File: src/rtl/am25ls_selscan.sv
// Registered N-channel, WIDTH-bit data selector with a loadable channel register.
// Optional round-robin scan mode (increment + wrap pulse) is built when AM25LS_SCAN_EN is defined.
module am25ls_selscan #(
    parameter int CH    = 4,
    parameter int WIDTH = 1,
    parameter int SW    = $clog2(CH)
) (
    input  logic                  clk,
    input  logic                  rst,
    input  logic [CH*WIDTH-1:0]   d,
    input  logic [SW-1:0]         sel,
    input  logic                  ld,
    input  logic                  g,
    input  logic                  scan,
    input  logic                  step,
    output logic [WIDTH-1:0]      y,
    output logic [SW-1:0]         ch,
    output logic                  wrap
);

    localparam logic [SW:0]   CH_L = (SW+1)'(CH);
    localparam logic [SW-1:0] LAST = SW'(CH - 1);

    logic [WIDTH-1:0] w_chan [CH];
    logic             w_ld_ok;
    logic             w_adv;
    logic             w_wrap_evt;
    logic [SW-1:0]    w_ch_inc;

    logic [SW-1:0]    r_ch;
    logic [WIDTH-1:0] r_y;
    logic             r_wrap;

    for (genvar i = 0; i < CH; i++) begin : g_chan
        assign w_chan[i] = d[i*WIDTH +: WIDTH];
    end

    // Out-of-range loads are dropped so r_ch can never address a missing channel.
    assign w_ld_ok = ld && ({1'b0, sel} < CH_L);

`ifdef AM25LS_SCAN_EN
    // Any ld, even an ignored one, pre-empts the scan step.
    assign w_adv = scan && step && !ld;
`else
    logic w_unused_scan;
    assign w_unused_scan = scan ^ step;
    assign w_adv = 1'b0;
`endif

    assign w_wrap_evt = w_adv && (r_ch == LAST);
    assign w_ch_inc   = (r_ch == LAST) ? '0 : r_ch + SW'(1);

    always_ff @(posedge clk) begin
        if (rst) begin
            r_ch   <= '0;
            r_y    <= '0;
            r_wrap <= 1'b0;
        end else begin
            if (w_ld_ok) begin
                r_ch <= sel;
            end else if (w_adv) begin
                r_ch <= w_ch_inc;
            end
            r_y    <= g ? '0 : w_chan[r_ch];
            r_wrap <= w_wrap_evt;
        end
    end

    assign y    = r_y;
    assign ch   = r_ch;
    assign wrap = r_wrap;

endmodule

File: config.mk
export PLATFORM = sky130hd
export DESIGN_NAME = am25ls_selscan
export DESIGN_NICKNAME = d
export VERILOG_FILES = /design/src/rtl/am25ls_selscan.sv
export SDC_FILE = /design/constraint.sdc
export NUM_CORES = 1
export LEC_CHECK = 0
export ABC_AREA = 1
export ABC_CLOCK_PERIOD_IN_PS = 1900
export BUFFER_PORTS_ARGS = -buffer_cell sky130_fd_sc_hd__buf_4
export CAP_MARGIN = 20
export CORE_AREA = 2 2 39 41
export DETAILED_ROUTE_END_ITERATION = 10
export DIE_AREA = 0 0 41 43
export GPL_ROUTABILITY_DRIVEN = 1
export PLACE_DENSITY = 0.43
export SETUP_SLACK_MARGIN = 0.15
export SYNTH_ARGS = -nofsm -noshare
export SYNTH_HDL_FRONTEND = slang
export SYNTH_SLANG_ARGS = --single-unit
File: constraint.sdc
create_clock -name clk -period 1.9 [get_ports clk]
set_clock_uncertainty 0.2 [all_clocks]
set_input_delay 0.38 -clock clk [delete_from_list [all_inputs] [get_ports clk]]
set_output_delay 0.38 -clock clk [all_outputs]
set_load 0.01 [all_outputs]
==> metrics.yaml <==
status: "complete, no violations"
hold_viol: 0
initial_core_util_pct: 11.0
crit_required_ns: 1.32
clk_pin_slew_ns: 0.04
synth_mux_area_share_pct: 0
syn_inst: 25
synth_xor_area_share_pct: 0
syn_area_per_cell_um2: 6.11
timing.final.max_slew_violations: 0
insertion_delay_ns: 0.23
vias: 188
fin_cells: 56
post-route-drc-count: 0
synth-adder-area-share_pct: 0
critical_path.max_stage_delay_ns: 0.40
port_buffers: 12
cts_inserted_buffers: 3
gp_congestion: 0.707
synthSimpleGateAreaFrac_pct: 36.9
coreArea_um2: 1380
regToRegSetupSlack_ns: 0.91
ant_nets: 0
syn_to_final_growth_pct: 84.4
synth_compound_area_share_pct: 6.56
min_path_type: "in2reg"
post_dp_cell_area_um2: 255
viasPerCell: 3.36
synth_nets: 37
cp_slowest_cell: "dfxtp_1"
synthDominantAreaCellType: "dfxtp_1"
cts_root_buf: "clkbuf_4"
mostFrequentLayoutCell: "buf_4"
diodes: 0
drt-wirelength-per-cell_um: 6.86
min_period_ns: 1.37
grt_pass1_vias: 165
drv_cap: 0
overflow: 0
antenna_found_initial: 0
die_w_um: 41
finalCritPeriodShare_pct: 72.1
yosys-top-cells-area: "dfxtp_1 39%, nand2_1 22%, inv_1 9.8%"
die_h_um: 43
grt_pass1_wl_um: 586
yosysUniqueCellTypes: 9
synth_top_area_share_pct: 39.3
cts_resized: 0
drive_gt1_share_pct: 40.0
cts_sinks: 3
htreeDepth: 1
fmax_ghz: 0.730
synth.cell_area_um2: 153
tns_ns: 0
p_per_area_nw_per_um2: 758
num-nets-final: 53
track_usage_pct: 5.92
crit_path_end_kind: "output pin"
synth_top_family_by_area: "simple AND/OR/NAND/NOR gates"
fin_area_um2: 282
synth_seq_area_share_pct: 39.3
placedCellCount: 52
fillers: 162
post_cts_buffers: 0
worst_ir_drop_vdd_uv: 302
path_class: "reg2out"
initialDrtViolationCount: 5
start_kind: "flop"
die-area_um2: 1760
setup_viol: 0
crit_fanout: 6
firstDrtPassIters: 2
ys_ff_latch: 3
crit_arrival_ns: 0.79
cp_cell_sequence: "buf_4"
place_ws_ns: 0.767
layout_common_cells: "12 x buf_4, 9 x nand2_1, 4 x inv_1"
fin_ws_ns: 0.530
cts_tree: "built"
crit_family: "flip-flops"
power.leakage_nw: 0.146
rows: 14
total_power_mw: 0.213
rsz0062_at_grt: "false"
timing.critical_path.buf_inv: 1
ios: 16
yosys_warnings: 0
hold_buffers: 0
grt_max_degree: 7
wirelength_um: 384
clock_path_buffers: 2
-- final cells by class --
class	instances	area [µm²]	area share [%]
timing repair buffer	12	90.1	32.0
tap	16	20.0	7.11
inverter	4	15.0	5.33
sequential	3	60.1	21.3
multi-input combinational	17	70.1	24.9
clock buffer	4	26.3	9.33
-- where the power goes --
part	total [mW]	switching, mW	internal [mW]	leakage, nW
combinational	0.0330	0.0127	0.0203	0.106
clock	0.110	0.0319	0.0786	0.0150
sequential	0.0700	0.00313	0.0669	0.0247
-- state kept, by name, indices dropped and copies added (netlist names) --
register  flops
ch            2
y             1
-- kinds of logic after synthesis --
group / Yosys count
flip-flops: 3
AO/OA/AOI/OAI: 2
other: 1
AND/OR/NAND/NOR: 14
buffers and inverters: 5
-- per-stage QoR --
stage               hold slack (ns)  util (%)
floorplan                     0.249         -
global placement              0.296      18.4
detailed placement            0.300      18.4
CTS                           0.119      20.3
global route                  0.117      20.3
finish                        0.126      20.3
-- metal layers --
layer	GRT usage, %	up-vias	share of wire [%]
met5	0	-	0
met1	4.49	79	38
li1	-	101	-
met4	4.00	0	0
met3	7.85	0	13
met2	7.50	8	49
-- synthesized netlist by cell type --
cell type and instances:
nand3_1 1, nor2_1 3, inv_1 4, conb_1 1, a21oi_1 2, nor2_2 1, nand2_1 9, dfxtp_1 3
buf_4 1
-- worst paths after layout --
kind | end | startpoint | depth (start not counted)
max | ch[0] | ch[0] | 1
min | ch[1] | rst | 2
max reg2reg | y | ch[0] | 5
min reg2reg | ch[1] | ch[1] | 2
Note: power is estimated with default switching activity, not from simulation.
